### src/rtl/vwb_serializer_pkg.sv
// -----------------------------------------------------------------------------
// vwb_serializer_pkg
// Shared definitions for the vector writeback serializer:
//   - default configuration values and the derived-size helpers used by the
//     top level (NUMLANES, WIDTH, NUMGROUPS, GRPIDW)
//   - the drain FSM state encoding
// No ports (package).
// -----------------------------------------------------------------------------
package vwb_serializer_pkg;

    // Default configuration of the block
    localparam int DEF_LOG2WIDTH    = 5;
    localparam int DEF_LOG2NUMLANES = 4;
    localparam int DEF_NUMWBLANES   = 4;
    localparam int DEF_REGIDWIDTH   = 4;

    // FSM encoding: IDLE waits for a vector, DRAIN writes one group per cycle
    typedef enum logic {
        IDLE  = 1'b0,
        DRAIN = 1'b1
    } state_t;

    function automatic int calc_numlanes(input int log2numlanes);
        return 2 ** log2numlanes;
    endfunction

    function automatic int calc_width(input int log2width);
        return 2 ** log2width;
    endfunction

    function automatic int calc_numgroups(input int numlanes, input int numwblanes);
        return numlanes / numwblanes;
    endfunction

    // Group index needs at least one bit even when there is a single group
    function automatic int calc_grpidw(input int numgroups);
        return (numgroups > 1) ? $clog2(numgroups) : 1;
    endfunction

    // Derived sizes for the default configuration
    localparam int NUMLANES  = calc_numlanes(DEF_LOG2NUMLANES);
    localparam int WIDTH     = calc_width(DEF_LOG2WIDTH);
    localparam int NUMGROUPS = calc_numgroups(NUMLANES, DEF_NUMWBLANES);
    localparam int GRPIDW    = calc_grpidw(NUMGROUPS);

endpackage

### src/rtl/vwb_groupsel.sv
// -----------------------------------------------------------------------------
// vwb_groupsel
// Combinational live-group finder. Reduces a lane mask to one live bit per
// lane group and returns the lowest live group strictly above after_idx.
// after_idx is signed so that -1 searches from group 0 upward.
// Ports:
//   mask      in  NUMLANES   lane write-enable mask
//   after_idx in  GRPIDW+1   signed start index (exclusive), -1 = from start
//   next_idx  out GRPIDW     lowest live group above after_idx
//   found     out 1          a live group above after_idx exists
// -----------------------------------------------------------------------------
module vwb_groupsel
    import vwb_serializer_pkg::*;
#(
    parameter int NUMLANES   = vwb_serializer_pkg::NUMLANES,
    parameter int NUMWBLANES = DEF_NUMWBLANES,
    parameter int NUMGROUPS  = vwb_serializer_pkg::NUMGROUPS,
    parameter int GRPIDW     = vwb_serializer_pkg::GRPIDW
) (
    input  logic [NUMLANES-1:0]      mask,
    input  logic signed [GRPIDW:0]   after_idx,
    output logic [GRPIDW-1:0]        next_idx,
    output logic                     found
);

    logic [NUMGROUPS-1:0] live;

    always_comb begin
        live = '0;
        for (int g = 0; g < NUMGROUPS; g++) begin
            live[g] = |mask[g*NUMWBLANES +: NUMWBLANES];
        end
    end

    // Scanning downward lets the lowest qualifying group win
    always_comb begin
        next_idx = '0;
        found    = 1'b0;
        for (int g = NUMGROUPS - 1; g >= 0; g--) begin
            if (live[g] && (g > int'(after_idx))) begin
                next_idx = GRPIDW'(g);
                found    = 1'b1;
            end
        end
    end

endmodule

### src/rtl/vwb_serializer.sv
// -----------------------------------------------------------------------------
// vwb_serializer
// Vector writeback serializer. Captures one full vector result and writes it to
// the register file one NUMWBLANES-wide lane group per cycle, skipping groups
// whose mask is all zero. Upstream is stalled while more groups remain.
// Ports:
//   clk, resetn          clock, synchronous active-low reset
//   in_valid             result vector present
//   in_dst               destination register
//   in_mask              per-lane write enable
//   in_result            lane i at [i*WIDTH +: WIDTH]
//   flush                synchronous discard of the in-flight vector
//   stall                upstream must hold in_* this cycle
//   busy                 a vector is being drained
//   wb_we/wb_dst/wb_group/wb_mask/wb_data   register-file write port
// -----------------------------------------------------------------------------
module vwb_serializer
    import vwb_serializer_pkg::*;
#(
    parameter  int LOG2WIDTH    = DEF_LOG2WIDTH,
    parameter  int LOG2NUMLANES = DEF_LOG2NUMLANES,
    parameter  int NUMWBLANES   = DEF_NUMWBLANES,
    parameter  int REGIDWIDTH   = DEF_REGIDWIDTH,
    localparam int NUMLANES     = calc_numlanes(LOG2NUMLANES),
    localparam int WIDTH        = calc_width(LOG2WIDTH),
    localparam int NUMGROUPS    = calc_numgroups(NUMLANES, NUMWBLANES),
    localparam int GRPIDW       = calc_grpidw(NUMGROUPS)
) (
    input  logic                           clk,
    input  logic                           resetn,
    input  logic                           in_valid,
    input  logic [REGIDWIDTH-1:0]          in_dst,
    input  logic [NUMLANES-1:0]            in_mask,
    input  logic [NUMLANES*WIDTH-1:0]      in_result,
    input  logic                           flush,
    output logic                           stall,
    output logic                           busy,
    output logic                           wb_we,
    output logic [REGIDWIDTH-1:0]          wb_dst,
    output logic [GRPIDW-1:0]              wb_group,
    output logic [NUMWBLANES-1:0]          wb_mask,
    output logic [NUMWBLANES*WIDTH-1:0]    wb_data
);

    localparam int GRPW = NUMWBLANES * WIDTH;

    state_t                     state;
    logic [GRPIDW-1:0]          ptr;
    logic [REGIDWIDTH-1:0]      held_dst;
    logic [NUMLANES-1:0]        held_mask;
    logic [NUMLANES*WIDTH-1:0]  held_data;

    logic [GRPIDW-1:0]          first_idx;
    logic                       first_found;
    logic [GRPIDW-1:0]          more_idx;
    logic                       more_found;
    logic signed [GRPIDW:0]     from_start;
    logic signed [GRPIDW:0]     after_ptr;

    assign from_start = '1;
    assign after_ptr  = $signed({1'b0, ptr});

    // First live group of the offered vector, used when it is accepted
    vwb_groupsel #(
        .NUMLANES   (NUMLANES),
        .NUMWBLANES (NUMWBLANES),
        .NUMGROUPS  (NUMGROUPS),
        .GRPIDW     (GRPIDW)
    ) u_first_sel (
        .mask      (in_mask),
        .after_idx (from_start),
        .next_idx  (first_idx),
        .found     (first_found)
    );

    // Next live group of the held vector beyond the one being written now
    vwb_groupsel #(
        .NUMLANES   (NUMLANES),
        .NUMWBLANES (NUMWBLANES),
        .NUMGROUPS  (NUMGROUPS),
        .GRPIDW     (GRPIDW)
    ) u_next_sel (
        .mask      (held_mask),
        .after_idx (after_ptr),
        .next_idx  (more_idx),
        .found     (more_found)
    );

    // stall depends only on registered state so it never loops back to in_valid
    assign stall = (state == DRAIN) && more_found;
    assign busy  = (state == DRAIN);

    // Drain FSM with registered write-port outputs. The write for a group is
    // loaded on the edge that selects it, so the first write of an accepted
    // vector appears the cycle right after acceptance.
    always_ff @(posedge clk) begin
        if (!resetn) begin
            state     <= IDLE;
            ptr       <= '0;
            held_dst  <= '0;
            held_mask <= '0;
            held_data <= '0;
            wb_we     <= 1'b0;
            wb_dst    <= '0;
            wb_group  <= '0;
            wb_mask   <= '0;
            wb_data   <= '0;
        end else if (flush) begin
            state     <= IDLE;
            ptr       <= '0;
            held_mask <= '0;
            wb_we     <= 1'b0;
            wb_dst    <= '0;
            wb_group  <= '0;
            wb_mask   <= '0;
            wb_data   <= '0;
        end else if ((state == DRAIN) && more_found) begin
            ptr      <= more_idx;
            wb_we    <= 1'b1;
            wb_dst   <= held_dst;
            wb_group <= more_idx;
            wb_mask  <= held_mask[more_idx*NUMWBLANES +: NUMWBLANES];
            wb_data  <= held_data[more_idx*GRPW +: GRPW];
        end else if (in_valid) begin
            // Either idle or on the last group: stall is low, so accept
            held_dst  <= in_dst;
            held_mask <= in_mask;
            held_data <= in_result;
            if (first_found) begin
                state    <= DRAIN;
                ptr      <= first_idx;
                wb_we    <= 1'b1;
                wb_dst   <= in_dst;
                wb_group <= first_idx;
                wb_mask  <= in_mask[first_idx*NUMWBLANES +: NUMWBLANES];
                wb_data  <= in_result[first_idx*GRPW +: GRPW];
            end else begin
                state    <= IDLE;
                ptr      <= '0;
                wb_we    <= 1'b0;
                wb_dst   <= '0;
                wb_group <= '0;
                wb_mask  <= '0;
                wb_data  <= '0;
            end
        end else begin
            state    <= IDLE;
            ptr      <= '0;
            wb_we    <= 1'b0;
            wb_dst   <= '0;
            wb_group <= '0;
            wb_mask  <= '0;
            wb_data  <= '0;
        end
    end

endmodule

### config.mk
export PLATFORM = sky130hd
export DESIGN_NAME = vwb_serializer
export DESIGN_NICKNAME = d
export VERILOG_FILES = /design/src/rtl/vwb_serializer_pkg.sv /design/src/rtl/vwb_groupsel.sv /design/src/rtl/vwb_serializer.sv
export SDC_FILE = /design/constraint.sdc
export NUM_CORES = 2
export LEC_CHECK = 0
export BUFFER_PORTS_ARGS = -buffer_cell sky130_fd_sc_hd__buf_2
export CAP_MARGIN = 20
export CORE_MARGIN = 10
export CORE_UTILIZATION = 40
export CTS_CLUSTER_SIZE = 40
export DETAILED_ROUTE_END_ITERATION = 8
export GPL_TIMING_DRIVEN = 0
export PLACE_DENSITY = 0.66
export REMOVE_ABC_BUFFERS = 1
export SLEW_MARGIN = 20
export SYNTH_ARGS = -nofsm -noshare
export SYNTH_HDL_FRONTEND = slang
export SYNTH_HIERARCHICAL = 1
export SYNTH_SLANG_ARGS = --single-unit
### constraint.sdc
create_clock -name clk -period 2.66 [get_ports clk]
set_input_delay 0.532 -clock clk [delete_from_list [all_inputs] [get_ports clk]]
set_output_delay 0.532 -clock clk [all_outputs]
set_load 0.05 [all_outputs]
==> impl_metrics.env <==
export IMPL_syn_inst=3106
export IMPL_overflow=0
export IMPL_fin_cells=4887
export IMPL_cpMostUsedCell="buf_16"
export IMPL_avgSynthCellArea_um2=9.85
export IMPL_hold_path_depth=3
export IMPL_clk_pin_slew_ns=0.06
export IMPL_cp_slowest_stage_delay_ns=0.57
export IMPL_dieHeight_um=297
export IMPL_cts_tree="done"
export IMPL_maxCapViolations=0
export IMPL_wl_mm=130
export IMPL_yosys_top_cells_area="dfxtp_1, mux4_2, a21oi_1"
export IMPL_place_gp_congestion=0.839
export IMPL_antenna_found_initial=61
export IMPL_tns_ns=-92.32
export IMPL_max_slew_margin_pct=49.3
export IMPL_htree_num_levels=3
export IMPL_ys_ff_latch=672
export IMPL_place_ws_ns=-1.40
export IMPL_numCtsBuffers=76
export IMPL_final_nets=4332
export IMPL_drv_slew=0
export IMPL_worst_slack_ns=-0.333
export IMPL_cp_start_kind="flip-flop"
export IMPL_hp_class="in2reg"
export IMPL_initial_core_util_pct=40.3
export IMPL_io_pins=677
export IMPL_cp_slowest_cell="or4_4"
export IMPL_clk_latency_ns=0.62
export IMPL_crit_type="reg2reg"
export IMPL_drt_iter0_markers=3944
export IMPL_synth_warnings=6
export IMPL_syn_to_final_growth_pct=42.2
export IMPL_dieArea_mm2=0.0879
export IMPL_io_buffers=676
export IMPL_layout_drive_gt1_share_pct=42.6
export IMPL_power_density_mw_per_mm2=643
export IMPL_hold_viol=0
export IMPL_grt_usage_pct=26.7
export IMPL_violations="negative setup slack"
export IMPL_rsz0062_at_grt="true"
export IMPL_vias=30995
export IMPL_grt_max_degree=141
export IMPL_place_hpwl_mm=75.9
export IMPL_cts_root_buf="clkbuf_16"
export IMPL_die_w_um=297
export IMPL_critPathArrivalTime_ns=3.51
export IMPL_peakVddDrop_mv=0.455
export IMPL_core_area_mm2=0.0758
export IMPL_worstMarginPinSlew_ns=0.760
export IMPL_max_freq_mhz=334
export IMPL_r2r_setup_slack_ns=-0.33
export IMPL_ant_nets=0
export IMPL_timing_hold_ws_ns=0.175
export IMPL_grt_pass1_vias=30272
export IMPL_final_period_utilization_pct=113
export IMPL_worstSetupEndpointType="flip-flop"
export IMPL_grt_pass1_wl_mm=184
export IMPL_final_util_pct=57.3
export IMPL_num_rows=101
export IMPL_r2r_worst_path_cells=14
export IMPL_synth_top_area_share_pct=44.0
export IMPL_required_ns=3.18
export IMPL_viasPerCell=6.34
export IMPL_drc_errors=0
export IMPL_wl_per_cell_um=26.6
export IMPL_synth_cell_types=32
export IMPL_yosysTopAreaCell="dfxtp_1"
export IMPL_status="finished, violations left"
export IMPL_ys_seq_area_share_pct=44.0
export IMPL_path_cells="or4_4 > a2bb2oi_4 > nand3b_1 > buf_4 > a21boi_4 > clkbuf_16 > buf_6 > buf_16 > buf_12 > buf_16 > buf_12 > buf_16 > nand3_1 > a21oi_1"
export IMPL_setup_viol=587
export IMPL_cts_sinks=672
export IMPL_dpl_cell_count=4500
export IMPL_syn_area_mm2=0.0306
export IMPL_leakage_nw=16.4
export IMPL_period_needed_ns=2.99
export IMPL_clk_path_buf_depth=3
export IMPL_drtPass1Iterations=5
export IMPL_fin_skew_ns=0.0345
export IMPL_crit_fanout=8
## per-stage QoR
stage                     area, µm²  total power (W)
after floorplan               29000           0.0140
final                         43500           0.0280
after global routing          43500           0.0288
after detailed placement      36100           0.0158
after CTS                     41600           0.0274
after global placement        33600           0.0153
## layer usage
metal | GRT usage [%] | part of all wire [%] | up-vias
met5 | 0 | 0.12 | -
met4 | 14.8 | 5.6 | 22
met3 | 6.43 | 11 | 464
met2 | 43.4 | 48 | 2037
met1 | 32.3 | 36 | 15187
li1 | - | - | 13285
## cell usage after synthesis, drive strengths merged
master	instances
mux4	264
conb	2
a21oi	542
nor2	3
a21bo	1
or4	4
buf	171
nand2	40
dfxtp	672
nor2b	2
nand3	522
a22o	132
nand3b	4
inv	3
a2bb2oi	2
o211ai	2
a21boi	1
o21a	2
o21ai	518
nor3	3
and2	1
o41a	2
nand2b	1
nor4	2
clkbuf	210
## flip-flops by register name (all words and copies together), names as in the netlist
signal,flops
held_mask,16
wb_dst,4
busy,1
wb_data,128
held_dst,4
wb_mask,4
ptr,2
wb_we,1
held_data,512
## worst paths after layout
check                  from             end
max reg2reg   held_mask[13]  held_data[210]
max           held_mask[13]  held_data[210]
min          in_result[458]  held_data[458]
min reg2reg     held_dst[3]       wb_dst[3]
## cell families (layout without fill, tap and decap cells)
| group | count (synthesis) | count (layout) | synth area share, % |
|---|---|---|---|
| AND/OR/NAND/NOR | 582 | 582 | 9.57 |
| flip-flops | 672 | 672 | 44.0 |
| multiplexers | 264 | 264 | 19.4 |
| AO/OA/AOI/OAI | 1202 | 1204 | 21.5 |
| other | 2 | 67 | 0.0246 |
| buffers and inverters | 384 | 1120 | 5.52 |
## worst max-delay path: cells and delay by family (launching register included)
kind | cells | cell delay, ns
buf+inv | 8 | 1.13
simple gates | 3 | 0.83
flops | 1 | 0.33
compound gates | 3 | 0.55
## report_power, final
part	internal, W	switching (W)	leakage [nW]
Combinational	0.00310	0.00330	9.62
Clock	0.00633	0.00445	1.28
Sequential	0.0105	0.000236	5.49
Total	0.0200	0.00799	16.4
## area by class of cell
class | instances | area (µm²)
fill | 6150 | 32300
multi-input combinational | 2065 | 16900
sequential | 672 | 13500
timing repair buffer | 978 | 9210
clock buffer | 115 | 2320
tap | 978 | 1220
clock inverter | 24 | 236
antenna | 52 | 130
inverter | 3 | 33.8
## cells in the final DEF (no fill, tap or decap), drive strengths merged, types with 3 or more instances in the layout
cell type / n
a21bo: 3
a21oi: 542
a22o: 132
buf: 940
bufbuf: 11
bufinv: 3
clkbuf: 142
clkinv: 20
conb: 15
dfxtp: 672
diode: 52
inv: 4
mux4: 264
nand2: 40
nand3: 522
nand3b: 4
nor2: 3
nor3: 3
o21ai: 518
or4: 4
## repair_timing
item	4_1_cts	5_1_grt
gates resized for setup	323	305
cloned	59	30
hold buffers	0	0
endpoints found under the setup margin	632	609
pin swaps	102	131
buffers inserted	88	42
Power figures use the tool's default switching activity.
